File: config.mk
export PLATFORM = sky130hd
export DESIGN_NAME = uart_tx_8n1_flat
export DESIGN_NICKNAME = d
export VERILOG_FILES = /design/src/rtl/uart_pkg.sv /design/src/rtl/uart_tx_8n1_if.sv /design/src/rtl/uart_baud_gen.sv /design/src/rtl/uart_tx_8n1.sv /design/src/flat_wrapper.sv
export SDC_FILE = /design/constraint.sdc
export NUM_CORES = 1
export LEC_CHECK = 0
export BUFFER_PORTS_ARGS = -buffer_cell sky130_fd_sc_hd__buf_2
export CORE_MARGIN = 2
export CORE_UTILIZATION = 35
export CTS_CLUSTER_SIZE = 10
export DETAILED_ROUTE_END_ITERATION = 6
export GPL_ROUTABILITY_DRIVEN = 0
export SETUP_SLACK_MARGIN = 0.4
export SLEW_MARGIN = 20
export SYNTH_ARGS = -nofsm -noshare
export SYNTH_HDL_FRONTEND = slang
export SYNTH_SLANG_ARGS = --single-unit
File: constraint.sdc
create_clock -name clk -period 4.5 [get_ports clk]
set_input_delay 0.45 -clock clk [delete_from_list [all_inputs] [get_ports clk]]
set_output_delay 0.45 -clock clk [all_outputs]
set_load 0.1 [all_outputs]
File: src/rtl/uart_pkg.sv
// Shared UART definitions: FSM state encoding and frame geometry,
// common to the transmitter and a future receiver.
package uart_pkg;

  typedef enum logic [1:0] {
    IDLE,
    START,
    DATA,
    STOP
  } uart_state_t;

  localparam int UART_FRAME_BITS = 10;
  localparam int UART_DATA_BITS  = 8;

endpackage

File: src/rtl/uart_tx_8n1_if.sv
// Valid/ready word handshake between an upstream producer and the UART transmitter.
interface uart_tx_8n1_if #(
  parameter int WIDTH = 8
);

  logic [WIDTH-1:0] tx_data;
  logic             tx_valid;
  logic             tx_ready;

  modport master (output tx_data, output tx_valid, input tx_ready);
  modport slave  (input tx_data, input tx_valid, output tx_ready);

endinterface

File: src/rtl/uart_baud_gen.sv
// Bit-period timer: counts 0..CLKS_PER_BIT-1 and flags the last cycle of each bit.
module uart_baud_gen #(
  parameter int CLKS_PER_BIT = 104
) (
  input  logic clk,
  input  logic reset,
  input  logic restart,
  output logic bit_end
);

  localparam int CNT_W = (CLKS_PER_BIT > 1) ? $clog2(CLKS_PER_BIT) : 1;
  localparam logic [CNT_W-1:0] LAST = CNT_W'(CLKS_PER_BIT - 1);

  generate
    if (CLKS_PER_BIT < 2) begin : g_div_check
      $error("uart_baud_gen: CLKS_PER_BIT must be at least 2");
    end
  endgenerate

  logic [CNT_W-1:0] cnt_q, cnt_d;

  always_comb begin
    cnt_d = cnt_q + CNT_W'(1);
    if (restart || (cnt_q == LAST)) begin
      cnt_d = '0;
    end
  end

  always_ff @(posedge clk or posedge reset) begin
    if (reset) begin
      cnt_q <= '0;
    end else begin
      cnt_q <= cnt_d;
    end
  end

  assign bit_end = (cnt_q == LAST);

endmodule

File: src/rtl/uart_tx_8n1.sv
// 8N1 UART transmitter: accepts a word over valid/ready and shifts it out
// LSB-first between a start and a stop bit on a registered, idle-high line.
module uart_tx_8n1
  import uart_pkg::*;
#(
  parameter int CLKS_PER_BIT = 104,
  parameter int WIDTH        = 8
) (
  input  logic          clk,
  input  logic          reset,
  uart_tx_8n1_if.slave  s_if,
  output logic          tx,
  output logic          busy
);

  generate
    if (WIDTH != UART_DATA_BITS) begin : g_width_check
      $error("uart_tx_8n1: only WIDTH == 8 is supported");
    end
  endgenerate

  uart_state_t      state_q, state_d;
  logic [WIDTH-1:0] shift_q, shift_d;
  logic [2:0]       idx_q, idx_d;
  logic             tx_q, tx_d;
  logic             bit_end;
  logic             accept;
  logic             restart;

  // Ready also opens on the last stop-bit cycle so frames can abut with no idle gap.
  assign s_if.tx_ready = (state_q == IDLE) || ((state_q == STOP) && bit_end);
  assign accept        = s_if.tx_valid && s_if.tx_ready;
  assign restart       = accept || (state_q == IDLE);

  uart_baud_gen #(
    .CLKS_PER_BIT(CLKS_PER_BIT)
  ) u_baud (
    .clk     (clk),
    .reset   (reset),
    .restart (restart),
    .bit_end (bit_end)
  );

  always_comb begin
    state_d = state_q;
    shift_d = shift_q;
    idx_d   = idx_q;
    tx_d    = 1'b1;

    case (state_q)
      START: begin
        if (bit_end) begin
          state_d = DATA;
        end
      end
      DATA: begin
        if (bit_end) begin
          shift_d = {1'b0, shift_q[WIDTH-1:1]};
          idx_d   = idx_q + 3'd1;
          if (idx_q == 3'(UART_DATA_BITS - 1)) begin
            state_d = STOP;
          end
        end
      end
      STOP: begin
        if (bit_end) begin
          state_d = IDLE;
        end
      end
      default: ;
    endcase

    if (accept) begin
      state_d = START;
      shift_d = s_if.tx_data;
      idx_d   = '0;
    end

    // The line is registered from the next state so each bit appears on its own edge.
    case (state_d)
      START:   tx_d = 1'b0;
      DATA:    tx_d = shift_d[0];
      default: tx_d = 1'b1;
    endcase
  end

  always_ff @(posedge clk or posedge reset) begin
    if (reset) begin
      state_q <= IDLE;
      shift_q <= '0;
      idx_q   <= '0;
      tx_q    <= 1'b1;
    end else begin
      state_q <= state_d;
      shift_q <= shift_d;
      idx_q   <= idx_d;
      tx_q    <= tx_d;
    end
  end

  assign tx   = tx_q;
  assign busy = (state_q != IDLE);

endmodule

File: src/flat_wrapper.sv
// flat-port wrapper written by rule: the top's interface ports become plain ports
module uart_tx_8n1_flat import uart_pkg::*;
#(
  parameter int CLKS_PER_BIT = 104,
  parameter int WIDTH        = 8
)
  (clk, reset, tx, busy, s_if_tx_data, s_if_tx_valid, s_if_tx_ready);
  uart_tx_8n1_if #(.WIDTH(WIDTH)) s_if_i ();
  input  logic clk;
  input  logic reset;
  output logic tx;
  output logic busy;
  input wire logic [$bits(s_if_i.tx_data)-1:0] s_if_tx_data;
  input wire logic [$bits(s_if_i.tx_valid)-1:0] s_if_tx_valid;
  output wire logic [$bits(s_if_i.tx_ready)-1:0] s_if_tx_ready;
  assign s_if_i.tx_data = s_if_tx_data;
  assign s_if_i.tx_valid = s_if_tx_valid;
  assign s_if_tx_ready = s_if_i.tx_ready;
  uart_tx_8n1 #(.CLKS_PER_BIT(CLKS_PER_BIT), .WIDTH(WIDTH)) u_core (.clk(clk), .reset(reset), .s_if(s_if_i), .tx(tx), .busy(busy));
endmodule
# [After elaboration in Yosys (flattened, before gate mapping)]
# Index checks and enable logic that the tools add are counted.
[op_classes] n_eq_ne=7 n_addsub=2 n_reduce_logical=10 mux=14
[op_table] cell="$mux 8" n=3
[op_table] cell="$mux 2" n=5
[op_table] cell="$mux 3" n=3
[op_table] cell="$add 7x1->7 const B" n=1
[op_table] cell="$eq 7x7->1 const B" n=1
[op_table] cell="$mux 7" n=1
[op_table] cell="$eq 2x2->1 const B" n=3
[op_table] cell="$pmux 2 s3" n=1
[op_table] cell="$reduce_bool 2->1" n=3
[op_table] cell="$eq 2x1->1 const B" n=2
[op_table] cell="$add 3x1->3 const B" n=1
[op_table] cell="$eq 3x3->1 const B" n=1
[op_table] cell="$logic_or 1x1->1" n=3
[op_table] cell="$logic_and 1x1->1" n=2
[op_table] cell="$logic_not 2->1" n=1
[op_table] cell="$pmux 1 s2" n=1
[op_table] cell="$reduce_and 2->1" n=1
[totals] output_inout_bits=3 regBits=21 word_cells=39

# [Depth between registers and ports, before layout]
[depth] depth_word=7 depth_mapped=6 depth_no_buf=5

# [By module]
# A second synthesis with hierarchy kept.
[unflattened] hier_cells=103 area_unflattened_um2=1099.8
[by_module_without_submodules] mod="uart_tx_8n1" cells_each=69 area_per_inst_um2=755.7 n_inst=1
[by_module_without_submodules] mod="uart_baud_gen" cells_each=34 area_per_inst_um2=344.1 n_inst=1

# [Least setup slack after synthesis]
# OpenSTA, ideal clock, no wires.
[synth_path] path_type="register -> output" startpoint="register u_core.u_baud.cnt_q[4]" endpoint="output port s_if_tx_ready" slack_ns=2.562 t_arrival_ns=1.488 stages_incl_launch_ff=5 required_ns=4.050 cell_sequence="dfrtp_1 > or3b_1 > buf_6 > nor3_2 > or2_2"
[synth_between] elab_chain_len=3
[synth_lines] element="start, declared" line_no="uart_baud_gen.sv:20" text="logic [CNT_W-1:0] cnt_q, cnt_d;"
[synth_lines] element="start signal, assigned" line_no="uart_baud_gen.sv:33" text="cnt_q <= cnt_d;"
[synth_lines] element="$eq 7x7->1" line_no="uart_baud_gen.sv:37" text="assign bit_end = (cnt_q == LAST);"
[synth_lines] element="$logic_and 1x1->1" line_no="uart_tx_8n1.sv:31" text="assign s_if.tx_ready = (state_q == IDLE) || ((state_q == STOP) && bit_end);"
[synth_lines] element="$logic_or 1x1->1" line_no="uart_tx_8n1.sv:31"
[synth_lines] element="end, declared" line_no="flat_wrapper.sv:15" text="output wire logic [$bits(s_if_i.tx_ready)-1:0] s_if_tx_ready;"
# Every way passes these cells.

# [Final worst setup path]
# Same ends and word-level chain as after synthesis.

==> out/metrics.yaml <==
setup_path:
  reg2regPathDepth: 4
  r2r_start: "u_core.u_baud.cnt_q[4]"
  crit_chain: "or3b_1, nor3_2, or2_2, buf_2"
  reg2reg_slack_ps: 2360
  cp_slowest_cell: "or3b_1"
  critPathArrivalTime_ps: 2000
  timing.rr.end: "u_core.shift_q[0]"
  crit_type: "reg -> out"
  critPathRequiredTime_ps: 4050
  path_max_fanout: 6
  end_kind: "output pin"
  slowest_delay_ps: 520
  crit_path_start_kind: "flop"
synthesis:
  ys_types: 34
  ys_ff_latch: 21
  yosys_warnings: 0
  synth_area_per_cell_um2: 11.2
  synth-edff-count: 0
  syn_area_um2: 1080
  synth-seq-area-share_pct: 48.8
  synth_fp_nets: 110
  synth_flop_cell: "dfrtp_1"
  async_reset_ff_share_pct: 100
  netlist_instances: 96
power:
  leakage_nw: 0.556
  p_total_uw: 482
  ir_drop_mv: 0.206
  p_per_area_nw_per_um2: 410
global_routing:
  grt_antenna_before_repair: 0
  overflow: 0
  grt_pass1_vias: 840
  grt_usage_pct: 13.4
  grt_pass1_wl_um: 3600
  grt_max_degree: 22
clocking:
  numClockSinks: 21
  cts_max_level: 1
  clk_pin_slew_ps: 110
  hold_buffers: 0
  cts_buffers: 3
  worstSkewPairLatency_ps: 290
  cts_buffer_depth: 2
  cts_root_buffer: "clkbuf_4"
  cts_tree: "done"
  cts-resized-gates: 0
  cts_setup_buffers: 0
placement:
  post_dp_cell_area_um2: 1150
  place_ws_ps: 2340
  dp_hpwl_um: 1450
  port_buffers: 13
layout:
  drive_gt1_share_pct: 24.5
  regArea_um2: 527
  fin_area_um2: 1180
  antenna_cells: 0
  area_growth_pct: 9.16
  nFillCells: 307
  final_net_count: 125
  multi_input_comb_area_um2: 503
die:
  die_area_um2: 3540
  core.rowCount: 20
  core_area_um2: 3000
  dieWidth_um: 59.5
  die-height_um: 59.5
  start_util_pct: 35.9
  io_pins: 14
drt:
  first_pass_iters: 4
  via_count: 778
  drc: 0
  drtIter0Drc: 7
  routed_via_density: 5.44
  wirelength_um: 1950
  wire_per_inst_um: 13.6
  ant_nets: 0
outcome:
  outcome: "complete, no violations"
flow_run:
  drv_cap: 0
sta:
  finClkSkew_ps: 3.34
  timing.final.ws_setup_ps: 2050
  fmax_mhz: 409
  grt_setup_unrepaired: "no"
  slew_headroom_pct: 48.0
  fin_hold_ws_ps: 280
  slew_violations: 0
  period_share_pct: 54.4
  tns_ps: 0
  setup_viol_count_final: 0
  worstMarginPinSlew_ps: 779
  hold_viol: 0
  fin_crit_ps: 2450
min_path:
  hold_class: "in -> async"
-- routing by layer --
metal,vias to the layer above,routed length (um),GRT usage [%]
li1,367,-,-
met5,-,0,0
met4,0,55,6.98
met3,6,73,2.62
met1,386,879,16.3
met2,19,940,22.3
-- area by class of cell --
type                       count  area share [%]
tap                           33            3.51
timing repair buffer          13            5.53
inverter                       4            1.28
multi-input combinational     68            42.7
sequential                    21            44.7
clock buffer                   4            2.23
-- flip-flops by register name, summed over array words and instances (netlist names) --
register,count
u_core.state_q,2
u_core.idx_q,3
u_core.u_baud.cnt_q,7
u_core.tx,1
u_core.shift_q,8
-- cell usage after synthesis (all sizes together), types with 2 or more instances --
cell type  count  area, um2
or2            2       15.0
nor2b          2       15.0
and2           7       43.8
a21oi          2       10.0
a221o          6       60.1
nor3           3       36.3
nor2          11       41.3
buf            3       33.8
xnor2          4       35.0
ha             3       37.5
dfrtp         20        500
nand3          3       15.0
and3           2       12.5
mux2i          2       20.0
xor2           2       17.5
o21ai          3       15.0
mux2           3       33.8
and2b          2       15.0
inv            4       15.0
-- cells in the final DEF (no fill, tap or decap), types with 4 or more instances in the layout --
cell type and n:
xnor2_1 4, nor2_1 11, dfrtp_1 20, and2_1 7, buf_2 13, inv_1 4, a221o_1 6
-- through the flow --
stage	util (%)	cells
2_1_floorplan	-	96
3_3_place_gp	38.3	139
5_1_grt	39.2	143
4_1_cts	39.2	143
3_5_place_dp	38.3	139
6_report	39.2	143
-- worst max path at each step --
stage / startpoint / end / slack [ps] / depth (start not counted)
floorplan: u_core.u_baud.cnt_q[4] / s_if_tx_ready / 2560 / 4
finish: u_core.u_baud.cnt_q[4] / s_if_tx_ready / 2050 / 4
global placement: u_core.u_baud.cnt_q[3] / u_core.shift_q[0] / 2400 / 4
CTS: u_core.u_baud.cnt_q[3] / s_if_tx_ready / 2030 / 4
detailed placement: u_core.u_baud.cnt_q[3] / u_core.shift_q[0] / 2340 / 4
global route: u_core.u_baud.cnt_q[0] / s_if_tx_ready / 1930 / 5
-- critical path, delay by kind of cell, from the launching register on --
kind | cells | cell delay (ps)
buffers and inverters | 1 | 420
DFF | 1 | 430
and+or+nand+nor | 3 | 840
-- power by group --
group / internal (mW) / switching (mW) / leakage, nW / total [mW]
combinational: 0.0609 / 0.0649 / 0.276 / 0.126
clock: 0.0344 / 0.0520 / 0.0150 / 0.0864
sequential: 0.234 / 0.0364 / 0.265 / 0.270
total: 0.329 / 0.153 / 0.556 / 0.482
-- cell families (layout without fill, tap and decap cells) --
logic type | after synthesis | in the layout | share of synthesized area, %
buffers and inverters | 7 | 21 | 4.52
AOI/OAI and AO/OA | 18 | 18 | 12.9
adders and majority gates | 3 | 3 | 3.48
xor gates and xnor gates | 6 | 6 | 4.87
DFF | 21 | 21 | 48.8
and+or+nand+nor | 36 | 36 | 20.4
muxes | 5 | 5 | 4.99
Power figures use the tool's default switching activity.
